## src/rtl/grant_mux_pkg.sv

```systemverilog
// rtl/grant_mux_pkg.sv - shared state, counter and source encodings for grant_mux
package grant_mux_pkg;

  localparam int CNT_W = 8;

  localparam logic SRC_0 = 1'b0;
  localparam logic SRC_1 = 1'b1;

  typedef enum logic [1:0] {
    IDLE     = 2'd0,
    XFER_0   = 2'd1,
    XFER_1   = 2'd2,
    WAIT_REL = 2'd3
  } state_t;

endpackage

```

## src/rtl/grant_mux_out_stage.sv

```systemverilog
// rtl/grant_mux_out_stage.sv - single-entry output register with valid/ready hold
module grant_mux_out_stage #(
  parameter int DATA_W = 8
) (
  input  logic              clk,
  input  logic              rst,
  input  logic              load,
  input  logic [DATA_W-1:0] load_data,
  input  logic              load_src,
  input  logic              out_ready,
  output logic              out_valid,
  output logic [DATA_W-1:0] out_data,
  output logic              out_src,
  output logic              slot_free
);

  // A new beat may enter when the slot is empty or is being drained this cycle.
  assign slot_free = !out_valid || out_ready;

  always_ff @(posedge clk or posedge rst) begin
    if (rst) begin
      out_valid <= 1'b0;
      out_data  <= '0;
      out_src   <= 1'b0;
    end else if (load) begin
      out_valid <= 1'b1;
      out_data  <= load_data;
      out_src   <= load_src;
    end else if (out_ready) begin
      out_valid <= 1'b0;
    end
  end

endmodule

```

## src/rtl/grant_mux.sv

```systemverilog
// rtl/grant_mux.sv - burst mover from the granted agent to one valid/ready port
// Optional sticky both-grants detection on err: GRANT_MUX_ERR_EN.
module grant_mux
  import grant_mux_pkg::*;
#(
  parameter int DATA_W    = 8,
  parameter int BURST_LEN = 4
) (
  input  logic              clk,
  input  logic              rest,
  input  logic              gnt_0,
  input  logic              gnt_1,
  input  logic              valid_0,
  input  logic              valid_1,
  input  logic [DATA_W-1:0] data_0,
  input  logic [DATA_W-1:0] data_1,
  output logic              ready_0,
  output logic              ready_1,
  output logic              done_0,
  output logic              done_1,
  output logic              abort,
  output logic              out_valid,
  output logic [DATA_W-1:0] out_data,
  output logic              out_src,
  input  logic              out_ready,
  output logic              err
);

  state_t           state;
  logic [CNT_W-1:0] cnt;
  logic             svc;
  logic             slot_free;
  logic             accept;
  logic             last_beat;
  logic             cur_gnt;
  logic [DATA_W-1:0] load_data;
  logic             load_src;

  assign ready_0   = (state == XFER_0) && valid_0 && slot_free;
  assign ready_1   = (state == XFER_1) && valid_1 && slot_free;
  assign accept    = ready_0 || ready_1;
  assign load_data = ready_1 ? data_1 : data_0;
  assign load_src  = ready_1 ? SRC_1 : SRC_0;
  assign last_beat = accept && (cnt == CNT_W'(BURST_LEN - 1));
  assign cur_gnt   = (svc == SRC_1) ? gnt_1 : gnt_0;

  grant_mux_out_stage #(
    .DATA_W(DATA_W)
  ) u_out_stage (
    .clk      (clk),
    .rst      (rest),
    .load     (accept),
    .load_data(load_data),
    .load_src (load_src),
    .out_ready(out_ready),
    .out_valid(out_valid),
    .out_data (out_data),
    .out_src  (out_src),
    .slot_free(slot_free)
  );

  always_ff @(posedge clk or posedge rest) begin
    if (rest) begin
      state  <= IDLE;
      cnt    <= '0;
      svc    <= SRC_0;
      done_0 <= 1'b0;
      done_1 <= 1'b0;
      abort  <= 1'b0;
    end else begin
      done_0 <= 1'b0;
      done_1 <= 1'b0;
      abort  <= 1'b0;
      case (state)
        IDLE: begin
          cnt <= '0;
          if (gnt_0) begin
            state <= XFER_0;
            svc   <= SRC_0;
          end else if (gnt_1) begin
            state <= XFER_1;
            svc   <= SRC_1;
          end
        end
        XFER_0, XFER_1: begin
          // Final-beat acceptance wins over a simultaneous grant drop.
          if (last_beat) begin
            state  <= WAIT_REL;
            cnt    <= cnt + CNT_W'(1);
            done_0 <= (svc == SRC_0);
            done_1 <= (svc == SRC_1);
          end else if (!cur_gnt) begin
            state <= IDLE;
            cnt   <= '0;
            abort <= 1'b1;
          end else if (accept) begin
            cnt <= cnt + CNT_W'(1);
          end
        end
        WAIT_REL: begin
          if (!cur_gnt) state <= IDLE;
        end
        default: state <= IDLE;
      endcase
    end
  end

`ifdef GRANT_MUX_ERR_EN
  always_ff @(posedge clk or posedge rest) begin
    if (rest)                err <= 1'b0;
    else if (gnt_0 && gnt_1) err <= 1'b1;
  end
`else
  assign err = 1'b0;
`endif

endmodule

```

## config.mk

```make
export PLATFORM = sky130hd
export DESIGN_NAME = grant_mux
export DESIGN_NICKNAME = d
export VERILOG_FILES = /design/src/rtl/grant_mux_pkg.sv /design/src/rtl/grant_mux_out_stage.sv /design/src/rtl/grant_mux.sv
export SDC_FILE = /design/constraint.sdc
export NUM_CORES = 1
export LEC_CHECK = 0
export CAP_MARGIN = 10
export CORE_ASPECT_RATIO = 0.9
export CORE_MARGIN = 4
export CORE_UTILIZATION = 50
export CTS_CLUSTER_SIZE = 24
export DETAILED_ROUTE_END_ITERATION = 8
export PLACE_DENSITY_LB_ADDON = 0.2
export SETUP_SLACK_MARGIN = 0.4
export SYNTH_ARGS = -nofsm -noshare
export SYNTH_HDL_FRONTEND = slang
export SYNTH_SLANG_ARGS = --single-unit
```

## constraint.sdc

```tcl
create_clock -name clk -period 2.73 [get_ports clk]
set_input_delay 0.546 -clock clk [delete_from_list [all_inputs] [get_ports clk]]
set_output_delay 0.546 -clock clk [all_outputs]
set_load 0.05 [all_outputs]
```

==> metrics.cfg, run 1 <==
[global_route]
grt_pass1_vias=1120
grt_use_total_pct=18.9
grt_overflow=0
antenna_found_initial=0
grt_pass1_wl_um=5040
grt_max_degree=25

[detailed_routing]
drt_iter0_markers=31
drt_first_pass_iters=4
drt_wl_total_um=3140
remaining_drc_errors=0
vias=1176
drt.antenna.violating_nets=0
vias_per_cell=5.82
wl_per_cell_um=15.5

[status]
status=finished, final reports clean

[sta]
setup_slack_ns=0.512
skew_ns=0.00476
finalSetupTns_ns=0
finalHoldViolations=0
layout_min_cycle_time_ns=2.22
rsz0062_at_grt=no
worst_pin_slew_ns=0.520
slew_viol_final=0
setup_viol=0
max_slew_margin_pct=65.3
fmax_mhz=451
min_period_over_period_pct=81.2

[clock_tree]
cts_setup_buffers=0
clockBufferDepth=2
ctsRootBufferMaster=clkbuf_4
cts_tree=yes
insertion_delay_ns=0.32
cts_resized=0
cts_buffers=3
clk_pin_slew_ns=0.14
holdBufCountCts=0
cts.sinks=24
cts-htree-levels=1

[pwr]
leakagePower_nw=0.756
vdd_drop_max_mv=0.892
p_per_area_nw_per_um2=1050
total_power_w=0.00190

[synth]
async_flop_share_pct=100
synth.distinct_cells=37
synth_area_per_cell_um2=9.91
synth.yosys.seq_area_share_pct=46.2
ys.warnings.count=0
syn_nets=161
synth-main-ff-cell=dfrtp_1
synth_seq_cells=24
syn_inst=131
synth_edf_count=0
syn_area_um2=1300

[die]
core.rowCount=17
start_util_pct=52.6
chipHeight_um=56.4
core_um2=2470
ios=39
die_w_um=61.7
fp.dieArea_um2=3480

[worst_setup_path]
critPathKind=input pin to primary output
worstPathMaxFanout=3
start_kind=input pin
worstSetupEndpointType=primary output
critPathArrivalTime_ns=1.67
required_ns=2.18

[finish]
fill_cells=195
drive_above_1_share_pct=10.3
n_antenna_cell=0
layout_commonest_cell=clkdlybuf4s50_1
syn_to_final_growth_pct=38.4
seqCellArea_um2=601
final_area_um2=1800
layout_common_cells=clkdlybuf4s50_1, dfrtp_1, a21oi_1
multi_input_area_um2=659
fin_nets=205
stdcell_count=202

[placed_design]
place_inst=198
dpl_cell_area_um2=1750
place_ws_ns=0.397
post-dp-hpwl_um=2400
gp_congestion=0.890
io_buffer_count=37

[worst_hold_path]
hold_class=flop to flop

[job]
timing.max_cap.violations=0

==> cell usage after synthesis (2+ instances only) <==
cell type,instances,share of area (%)
ha_1,7,6.7
o21bai_1,2,1.2
nor3b_1,2,1.2
mux2i_1,8,6.2
nand3_1,7,2.7
nor2_1,11,3.2
dfrtp_1,24,46
a21oi_1,18,6.9
o31ai_1,5,2.9
inv_1,6,1.7
nand2_1,7,2.0
or4_1,3,1.7
o21ai_0,7,2.7
==> path summary, 6_finish.rpt <==
check	from	slack (ns)	endpoint	cells past startpoint
max	out_ready	0.51	ready_1	5
min	svc	0.54	done_0	1
max reg2reg	state[0]	0.76	cnt[7]	7
min reg2reg	svc	0.54	done_0	1
max in group asynchronous	rest	1.95	cnt[3]	3
min in group asynchronous	rest	0.55	u_out_stage.out_data[4]	3
==> critical path, cell delays in order <==
cell and delay (ns):
clkdlybuf4s50_1 0.43, or2b_2 0.34, nand3_1 0.13, inv_1 0.08, buf_12 0.15
==> routing by layer <==
metal / share of wire [%] / vias to the layer above / global-route usage, %
met5: 0 / - / 0
met4: 1.8 / 0 / 6.97
met3: 5.8 / 7 / 2.99
met2: 50 / 37 / 30.2
met1: 43 / 564 / 25.1
li1: - / 568 / -
==> cell families after synthesis <==
logic type	after synthesis	synth area share, %
and+or+nand+nor	42	18.0
adders and majority gates	7	6.74
AOI/OAI and AO/OA	39	18.5
DFF	24	46.2
other	1	0.289
muxes	9	7.23
buffers and inverters	9	2.99
==> area by class of cell <==
class                   count  share of cell area, %
inverters                   6                   1.25
flip-flops and latches     24                   33.4
clock inverters             1                   1.67
well taps                  28                   1.95
clock buffers               3                   1.25
multi-input cells          98                   36.7
repair buffers             42                   23.8
==> state kept, by name (all words and copies together) (netlist names) <==
signal and flops:
state 2, u_out_stage.out_data 8, svc 1, u_out_stage.out_valid 1
done_1 1, done_0 1, cnt 8, abort 1
u_out_stage.out_src 1
==> where the power goes <==
group / switching, W / internal [W]
combinational: 0.000679 / 0.000412
clock: 0.000112 / 0.000149
sequential: 0.0000796 / 0.000464
total: 0.000871 / 0.00102
==> stage by stage <==
stage	hold slack [ns]	utilization, %
floorplan	0.473	-
global placement	0.515	70.7
detailed placement	0.515	70.7
CTS	0.539	72.9
global route	0.559	72.9
finish	0.543	72.9
No activity file was read; power rests on OpenSTA's default activity.
==> inputs of run 2 (changes only) <==
Settings changed: CORE_UTILIZATION 50 to 42.
Clock period 2.73 ns to 1.8 ns, I/O delays scaled along.
==> run 2 against run 1 <==
Net effect: the run now ends with setup timing left; clock-buffer cell count up 1; die area increased by 16%; utilization up 8.9 points; hold slack got worse by 0.18 ns; via count increased by 16%; sequential power rose by 57%; clock power down 2%; total power up 110%; register-to-register slack lost 0.79 ns.
==> metrics.cfg, run 2 (same netlist as run 1, synthesis figures left out) <==
[global_route]
grt_max_degree=25
grt_use_total_pct=19.4
grt_pass1_wl_um=5890
grt_pass1_vias=1278
antenna_found_initial=0
grt_overflow=0

[worst_setup_path]
reg2reg_slack_ns=-0.03
crit_start=state[1]
start_kind=flop
r2r-start=state[1]
worstSetupEndpointType=flop
worst_r2r_endpoint=cnt[1]
cp-endpoint=cnt[1]
required_ns=2.06
critPathArrivalTime_ns=2.08
r2r_cells=8
critPathKind=flop to flop
worstPathMaxFanout=6

[sta]
skew_ns=0.0112
min_period_over_period_pct=101
holdWs_ns=0.366
setup_slack_ns=-0.0256
slew_viol_final=0
rsz0062_at_grt=yes
setup_viol=3
layout_min_cycle_time_ns=1.83
fmax_mhz=548
finalHoldViolations=0

[finish]
fin_nets=241
multi_input_area_um2=890
layout_commonest_cell=buf_4
seqCellArea_um2=604
fill_cells=150
n_antenna_cell=0
final_util_pct=81.8
largestRegisters=cnt: 8 flops, u_out_stage.out_data: 8 flops, state: 2 flops
layout_common_cells=buf_4, dfrtp_1, clkdlybuf4s50_1
drive_above_1_share_pct=49.0
syn_to_final_growth_pct=80.1

[clock_tree]
cts-htree-levels=1
holdBufCountCts=0
ctsRootBufferMaster=clkbuf_4
cts_buffers=3
cts_tree=yes
clk_pin_slew_ns=0.14
clockBufferDepth=2
cts.sinks=24
insertion_delay_ns=0.32

[die]
core_um2=2860
core.rowCount=18
fp.dieArea_um2=4050
chipHeight_um=60.8
ios=39
start_util_pct=45.4
die_w_um=66.6

[placed_design]
post-dp-hpwl_um=2530
gp_congestion=0.806
io_buffer_count=37

[detailed_routing]
remaining_drc_errors=0
drt_wl_total_um=4370
drt.antenna.violating_nets=0
wl_per_cell_um=17.5
drt_iter0_markers=40
wl_met2_um=2260
vias_per_cell=5.48
met1_length_um=1780
wl_met3_um=209
highest-signal-layer=met4
drt_first_pass_iters=4
vias=1370

[status]
violations=setup timing
status=finished with violations

[pwr]
vdd_drop_max_mv=1.14
leakagePower_nw=1.01
p_per_area_nw_per_um2=1670

[job]
timing.max_cap.violations=0

[worst_hold_path]
hold_class=input pin to async pin

==> run 2: cell types whose count changed in the layout (fill, tap and decap cells not counted), moves of 5 or more <==
cell	change
a21oi_1	-5
clkdlybuf4s50_1	-14
inv_1	-5
ha_4	+5
a21oi_2	+5
ha_1	-5
buf_6	+13
buf_4	+34
==> run 2: what timing repair did <==
action,CTS,global route
endpoints found under the setup margin,23,23
resized for setup,22,43
pin swaps,10,25
gates cloned,0,1
setup buffers,5,7
==> run 2: stage by stage <==
step                      std cells  instance area [um^2]  setup WS, ns  setup TNS, ns  total power (W)
after global placement          233                  1930        -0.145         -0.475          0.00268
after CTS                       242                  2090       0.00303              0          0.00324
after floorplan                 131                  1340         0.182              0          0.00197
final                           250                  2340       -0.0256        -0.0476          0.00390
after detailed placement        233                  1930        -0.206         -0.866          0.00273
after global routing            250                  2340       -0.0614         -0.273          0.00409
==> run 2: layout make-up <==
| cell class | instances | share of cell area, % |
|---|---|---|
| Sequential cell | 24 | 25.8 |
| Tap cell | 40 | 2.14 |
| Multi-Input combinational cell | 98 | 38.0 |
| Inverter | 6 | 1.28 |
| Timing Repair Buffer | 78 | 31.6 |
| Clock buffer | 4 | 1.12 |
==> run 2: report_power, final <==
| part | switching [W] | total, W | leakage [nW] | internal, W |
|---|---|---|---|---|
| clock | 0.000168 | 0.000255 | 0.0150 | 0.0000867 |
| combinational | 0.00149 | 0.00279 | 0.692 | 0.00130 |
| sequential | 0.000142 | 0.000852 | 0.301 | 0.000711 |
==> run 2: metal layers <==
| metal | GRT usage, % | vias to the layer above |
|---|---|---|
| met2 | 35.5 | 53 |
| met5 | 0 | - |
| met1 | 23.9 | 664 |
| met3 | 3.15 | 12 |
| li1 | - | 641 |
| met4 | 4.93 | 0 |
==> run 2: how the worst min path moves through the flow <==
stage	slack, ns	endpoint	start
after global routing	0.41	u_out_stage.out_data[3]	rest
after CTS	0.38	u_out_stage.out_data[3]	rest
after detailed placement	0.53	u_out_stage.out_src	u_out_stage.out_src
after floorplan	0.37	abort	rest
final	0.37	u_out_stage.out_data[5]	rest
after global placement	0.51	done_0	svc
==> run 2: worst max-delay path: stages (launching register included) <==
cell and delay [ns]:
dfrtp_1 0.43, buf_4 0.16, ha_4 0.16, a22o_4 0.22, a211oi_4 0.26, buf_6 0.17, buf_6 0.11, o21ai_0 0.10
a21oi_2 0.15
==> inputs of run 3 (changes only) <==
Settings changed: CORE_MARGIN 4 to unset.
==> run 3 against run 2 <==
Net effect: the run now ends clean; design area is 2.1% higher; worst setup slack better by 0.037 ns; highest routed layer unchanged; cell count is 0.80% higher; first-iteration DRC count is 85% higher; clock skew is 0.0031 ns lower.
==> metrics.cfg, run 3 (same netlist as run 1, synthesis figures left out) <==
[status]
status=finished, final reports clean

[placed_design]
place_ws_ns=-0.215
post-dp-hpwl_um=2290
dpl_cell_area_um2=1890
io_buffer_count=37
gp_congestion=0.825

[clock_tree]
cts_tree=yes
clockBufferDepth=2
ctsRootBufferMaster=clkbuf_4
holdBufCountCts=0
insertion_delay_ns=0.32
cts-htree-levels=1
cts_buffers=3
cts.sinks=24
clk_pin_slew_ns=0.14

[worst_setup_path]
worstSetupEndpointType=flop
critPathKind=flop to flop
max_stage_delay_ns=0.51
required_ns=2.06
worstPathMaxFanout=6
start_kind=flop
critPathArrivalTime_ns=2.05
cp_slowest_cell=or4_4
worstPathCellList=inv_2 -> buf_6 -> ha_4 -> inv_4 -> a211oi_4 -> buf_6 -> or4_4 -> a21oi_2
crit_top_cell=buf_6

[die]
core_um2=2840
core.rowCount=18
die_w_um=60.6
chipHeight_um=54.8
ios=39
start_util_pct=45.8
fp.dieArea_um2=3320

[finish]
final_area_um2=2390
drive_above_1_share_pct=50.9
layout_common_cells=buf_4, dfrtp_1, clkdlybuf4s50_1
layout_commonest_cell=buf_4
largestRegisters=cnt: 8 flops, u_out_stage.out_data: 8 flops, state: 2 flops
syn_to_final_growth_pct=83.8
n_antenna_cell=0
fin_nets=243

[sta]
skew_ns=0.00813
setup_viol=0
fmax_mhz=559
layout_min_cycle_time_ns=1.79
rsz0062_at_grt=yes
finalHoldViolations=0
setup_slack_ns=0.0111
slew_viol_final=0
min_period_over_period_pct=99.4

[detailed_routing]
drt_iter0_markers=74
drt_first_pass_iters=5
wl_per_cell_um=17.7
vias=1431
vias_per_cell=5.68
remaining_drc_errors=0
drt.antenna.violating_nets=0
drt_wl_total_um=4470

[job]
timing.max_cap.violations=0

[global_route]
grt_overflow=0
grt_pass1_wl_um=5980
grt_pass1_vias=1317
grt_max_degree=25
antenna_found_initial=0
grt_use_total_pct=25.6

[pwr]
power.share.sequential_pct=20.8
swShare_pct=46.1
intPower_w=0.00214
p_per_area_nw_per_um2=1660
power_frac_clock_pct=7.4
total_power_w=0.00397
p_comb_share_pct=71.8
vdd_drop_max_mv=1.14
net-switching-power_w=0.00183
leakagePower_nw=1.02

[worst_hold_path]
hold_class=input pin to async pin

==> run 3: cell types whose count changed in the layout (fill, tap and decap cells not counted), sizes merged <==
cell / previous run / this run
buf: 56 / 58
==> run 3: worst max-delay path, delay by kind of cell (launching register included) <==
kind,cells,cell delay (ns)
simple gates,1,0.51
buf+inv,4,0.43
flops,1,0.42
fa+ha+maj,1,0.20
compound gates,2,0.18
==> run 3: worst paths after layout <==
path                                      from                    end  slack, ns  depth (start not counted)
setup / recovery                      state[1]                 cnt[7]       0.01                          8
hold / removal                            rest                 cnt[5]       0.38                          3
setup reg to reg                      state[1]                 cnt[7]       0.01                          8
hold reg to reg            u_out_stage.out_src    u_out_stage.out_src       0.53                          2
max in group asynchronous                 rest  u_out_stage.out_valid       1.17                          3
min in group clk           u_out_stage.out_src    u_out_stage.out_src       0.53                          2
==> run 3: repair_timing <==
| action | 4_1_cts | 5_1_grt |
|---|---|---|
| pin swaps | 28 | 8 |
| setup endpoints to repair | 23 | 23 |
| gates cloned | 1 | 0 |
| buffers inserted | 14 | 6 |
| resized for setup | 51 | 19 |
==> run 3: final cells by class <==
class                           count  area [um^2]
Clock buffer                        4         36.3
Fill cell                         157          450
Inverter                            6         30.0
Multi-Input combinational cell     98          915
Sequential cell                    24          603
Tap cell                           40         50.0
Timing Repair Buffer               80          753
==> run 3: per-stage QoR <==
stage	hold slack [ns]	utilization, %	setup TNS, ns	std cells
2_1_floorplan	0.375	-	0	131
3_3_place_gp	0.486	66.8	-0.583	227
3_5_place_dp	0.503	66.8	-0.930	227
4_1_cts	0.393	79.6	0	246
6_report	0.377	84.1	0	252
5_1_grt	0.415	84.1	-0.252	252
==> run 3: power by group through the flow <==
stage,logic (W),clock network (W),registers [W]
after floorplan,0.000726,0,0.00125
after CTS,0.00254,0.000295,0.000812
after global placement,0.00183,0,0.000817
after global routing,0.00298,0.000312,0.000843
after detailed placement,0.00188,0,0.000828
final,0.00285,0.000294,0.000826
==> run 3: layer usage <==
metal	vias up	wire length [um]	GRT usage, %
met1	657	1690	28.6
met2	97	2180	44.9
li1	652	-	-
met5	-	0	0
met4	0	229	17.4
met3	25	366	4.26
==> patch 1 (flow settings as in run 1) <==
Encoding of `state_t`: now Gray code (2 bits for 4 states).
--- a/src/rtl/grant_mux_pkg.sv
+++ b/src/rtl/grant_mux_pkg.sv
@@ -9,6 +9,6 @@
   typedef enum logic [1:0] {
-    IDLE     = 2'd0,
-    XFER_0   = 2'd1,
-    XFER_1   = 2'd2,
-    WAIT_REL = 2'd3
+    IDLE     = 2'b00,
+    XFER_0   = 2'b01,
+    XFER_1   = 2'b11,
+    WAIT_REL = 2'b10
   } state_t;
Formal check against the unedited RTL: same outputs for any inputs over 10 cycles, from zero or initial values; not proved beyond that.
==> patch 1 against run 1 <==
Wire length down 5.2%; clock power down 41%; clock skew down 0.0013 ns; hold slack worse by 0.045 ns; area after synthesis down 7.9%; highest routed layer unchanged; final area down 9.3%; largest cell class is now sequential cells; worst setup slack worse by 0.019 ns; sequential cell count unchanged; cell count down 3.0%; power down 14%.
==> patch 1: results (changes against run 1) <==
* Status: finished clean
* Worst-Margin Slew at 0.5163 ns (-0.003229 ns)
* # diodes at 0 (unchanged)
* DR iter-0 viols at 24 (-23%)
* H-tree lvl count at 1 (unchanged)
* Most frequent cells after synthesis: nand2_1, dfrtp_1, nor2_1
* Max IR drop VDD at 0.8177 mV (-8.3%)
* Hold Path Class: reg2reg
* Total Routing Usage GR at 20.50% (+1.6 points)
* Synth unique cells at 34 (-8.1%)
* Hpwl dp at 2236 um (-6.7%)
* Wire length of the first global-routing pass at 4912 um (-2.6%)
* Deepest clock path buffer count at 2 (unchanged)
* Synthesis Warnings at 0 (unchanged)
* Num CTS Buffers at 3 (unchanged)
* Drt first pass iters at 5 (+1)
* Source of the critical timing path: out_ready
* Syn nets at 155 (-3.7%)
* Drt via density at 5.571 (-4.3%)
* Clk Latency, worst-skew pair at 0.31 ns
* Placer congestion estimate at 0.8224 (-7.6%)
* Drt total wl at 2975 um (-5.2%)
* Number of global-route vias before repair at 1020 (-8.9%)
* Async set or reset register ratio after synthesis at 100.0% (unchanged)
* DP Area at 1608 um2 (-7.9%)
* Seq/Total Area, Yosys at 50.21% (+4.0 points)
* Clk slew on worst S/H paths at 0.12 ns (-0.02 ns)
* Synth area leaders: dfrtp_1, nand2_1, a31oi_1
* Share of cells above drive strength 1 at 7.692% (-2.7 points)
* Hold Startpoint: u_out_stage.out_src$_DFFE_PP0P_
* Clock Skew at 0.003490 ns (-0.001270 ns)
* CTS root buf: clkbuf_4
* Largest net degree at the start of global routing at 25 (unchanged)
* Fillers at 161 (-17%)
* NumNets Final at 195 (-4.9%)
* Start of the worst register-to-register path: cnt[0]$_DFFE_PP0P_
* Leak at 0.7350 nW (-2.8%)
* CP max FO at 9 (+6)
patch 1: cell type report:
class                      instances  area, um2  area share, %
clock buffer                       3      22.52          1.380
inverter                           7      27.53          1.687
multi-input combinational         95      534.3          32.75
sequential                        24      600.6          36.81
tap                               27      33.78          2.071
timing repair buffer              40      412.9          25.31
patch 1: logic make-up (layout without fill, tap and decap cells):
group | count (synthesis) | count (layout) | share of synthesized area (%)
AOI/OAI and AO/OA | 31 | 31 | 17.36
adders and majority gates | 1 | 1 | 1.046
buffers and inverters | 12 | 50 | 5.124
DFF | 24 | 24 | 50.21
muxes | 3 | 3 | 2.929
other | 1 | 1 | 0.3135
and+or+nand+nor | 59 | 59 | 23.01
patch 1: final timing paths:
| path | endpoint | slack [ns] | depth (start not counted) |
|---|---|---|---|
| setup / recovery | ready_0 | 0.49 | 5 |
| hold / removal | u_out_stage.out_src$_DFFE_PP0P_ | 0.50 | 2 |
| setup reg to reg | state[1]$_DFFE_PP0P_ | 0.84 | 6 |
| hold reg to reg | u_out_stage.out_src$_DFFE_PP0P_ | 0.50 | 2 |
| max in group asynchronous | state[1]$_DFFE_PP0P_ | 1.93 | 3 |
| min in group asynchronous | u_out_stage.out_src$_DFFE_PP0P_ | 0.57 | 3 |
patch 1: worst max-delay path, cell delays in order:
cell and delay, ns:
clkdlybuf4s50_1 0.45, nand2b_1 0.20, nand4b_1 0.17, clkinv_2 0.17, buf_12 0.15
patch 1: where the power goes:
part           switching (W)  total [W]  internal, W  leakage [nW]
sequential         0.0000980   0.000565     0.000468         0.309
combinational       0.000574   0.000906     0.000333         0.412
clock               0.000102   0.000154    0.0000517        0.0138
patch 1: per-layer routing:
layer	vias to the layer above	global-route usage, %	wire [um]
met2	45	35.09	1480
met4	0	4.059	21
met3	4	5.896	220
met5	-	0	0
li1	529	-	-
met1	514	26.12	1252
patch 1: timing repair:
item / 4_1_cts / 5_1_grt
hold buffers: 0 / 0
gates resized for setup: 1 / 0
setup endpoints to repair: 1 / 0
setup buffers: 0 / 0
patch 1: metrics by stage:
step | std cells | worst slack [ns] | power, W | hold WS [ns]
global route | 196 | 0.4211 | 0.001719 | 0.5380
floorplan | 131 | 0.5299 | 0.001172 | 0.4538
detailed placement | 193 | 0.3427 | 0.001480 | 0.4800
global placement | 193 | 0.3916 | 0.001445 | 0.4655
CTS | 196 | 0.4923 | 0.001636 | 0.5106
finish | 196 | 0.4932 | 0.001625 | 0.4978
==> patch 2 (flow settings as in run 1) <==
Made on the original files. Add a define of `GRANT_MUX_ERR_EN`.
--- a/src/rtl/grant_mux.sv
+++ b/src/rtl/grant_mux.sv
@@ -2,2 +2,4 @@
 // Optional sticky both-grants detection on err: GRANT_MUX_ERR_EN.
+`define GRANT_MUX_ERR_EN
+
 module grant_mux
Function: changed (a bounded check fails within 4 cycles, from zero or initial values).
==> patch 2 against run 1 <==
Utilization is 0.47 points lower; worst setup slack better by 0.065 ns; sequential share of layout area is 1.3 points higher; final area is 0.21% higher; global-route usage is 2.4 points lower; fmax is 3.0% higher; critical path depth stayed put; sequential cell count is 1 higher; wire length is 5.7% lower; area after synthesis is 2.4% higher; combinational power is 8% lower; power is 9.0% lower.
==> patch 2: results (changes against run 1) <==
* Post-synthesis instance total at 127 (-3.1%)
* Status: finished clean
* Synth area leaders: dfrtp_1, ha_1, mux2i_1
* Syn nets at 157 (-2.5%)
* Largest net degree at the start of global routing at 26 (+4.0%)
* Detailed-route via count at 1123 (-4.5%)
* Dpl ws at 0.2515 ns (-0.1459 ns)
* Wire length of the first global-routing pass at 4878 um (-3.3%)
* Synth Area in Compound Gates at 18.25% (-0.25 points)
* Hpwl dp at 2295 um (-4.2%)
* Antenna violations before repair at 0 (unchanged)
* Synth unique cells at 35 (-5.4%)
* Post-Place Cells at 193 (-2.5%)
* Post-Synth XOR/XNOR Area at 0% (unchanged)
* CP max stage cell: or4_1
* Seq/Total Area, Yosys at 47.04% (+0.79 points)
* Mux contribution to synthesized area at 6.867% (-0.36 points)
* Drt first pass iters at 4 (unchanged)
* Clock Skew at 0.007536 ns (+0.002775 ns)
* Clk Latency, worst-skew pair at 0.31 ns
* Clk slew on worst S/H paths at 0.13 ns
* DP Area at 1775 um2 (+1.7%)
* Max IR drop VDD at 0.7545 mV (-15%)
* Total Routing Usage GR at 16.50% (-2.4 points)
* Post-Layout Cell Count at 197 (-2.5%)
* Most frequent cells after synthesis: dfrtp_1, a21oi_1, nor2_1
* Multi-input gate area in the final layout at 661.9 um2 (+0.38%)
* IO Port Bufs at 38 (+2.7%)
* Leak at 0.7743 nW (+2.4%)
* Num CTS Buffers at 3 (unchanged)
* Placer congestion estimate at 0.8370 (-5.9%)
* # Post-CTS Setup Buffers at 0 (unchanged)
* Share of cells above drive strength 1 at 9.467% (-0.88 points)
* Post-synthesis adder-cell area fraction at 6.585% (-0.16 points)
* CP max FO at 16 (+13)
* H-tree lvl count at 1 (unchanged)
* Slew HR at 64.23% (-1.0 points)
* Final Setup Violations at 0 (unchanged)
* DR iter-0 viols at 51 (+65%)
* Mean routed wirelength per cell at 15.02 um (-3.3%)
* Fillers at 203 (+4.1%)
* Crit path arrival time at 2.39 ns (+0.72 ns)
* Crit-path max cell delay at 0.55 ns (+0.12 ns)
patch 2: final cells by class:
class,instances,area share [%]
Multi-Input combinational cell,91,36.74
Tap cell,28,1.944
Inverter,8,1.667
Timing Repair Buffer,41,23.47
Clock buffer,4,1.458
Sequential cell,25,34.72
patch 2: critical path, delay by kind of cell:
family | cells | cell delay [ns]
and+or+nand+nor | 1 | 0.55
muxes | 1 | 0.35
AOI/OAI and AO/OA | 2 | 0.45
buffers and inverters | 1 | 0.49
patch 2: worst paths after layout:
check	from	cells after the start	end	slack (ns)
min in group asynchronous	rest	3	cnt[6]$_DFFE_PP0P_	0.57
worst min-delay path	err$_DFFE_PP0P_	1	err$_DFFE_PP0P_	0.48
max in group asynchronous	rest	3	svc$_DFFE_PP0P_	1.92
worst max-delay path	gnt_0	5	cnt[6]$_DFFE_PP0P_	0.58
worst min register to register	err$_DFFE_PP0P_	1	err$_DFFE_PP0P_	0.48
worst max register to register	state[0]$_DFFE_PP0P_	6	cnt[6]$_DFFE_PP0P_	0.66
patch 2: metal layers:
| metal | routed length [um] | GRT usage, % | vias to the layer above |
|---|---|---|---|
| met5 | 0 | 0 | - |
| met3 | 149 | 3.346 | 2 |
| met1 | 1267 | 20.35 | 541 |
| li1 | - | - | 551 |
| met4 | 16 | 3.636 | 0 |
| met2 | 1525 | 29.88 | 29 |
patch 2: report_power, final:
group,switching (W),internal [W]
registers,0.0000797,0.000480
clock network,0.000104,0.0000570
logic,0.000630,0.000373
total,0.000814,0.000910
patch 2: cells by family after synthesis:
family / count (synthesis)
buf+inv: 11
simple gates: 41
compound gates: 34
flops: 25
mux: 9
fa+ha+maj: 7
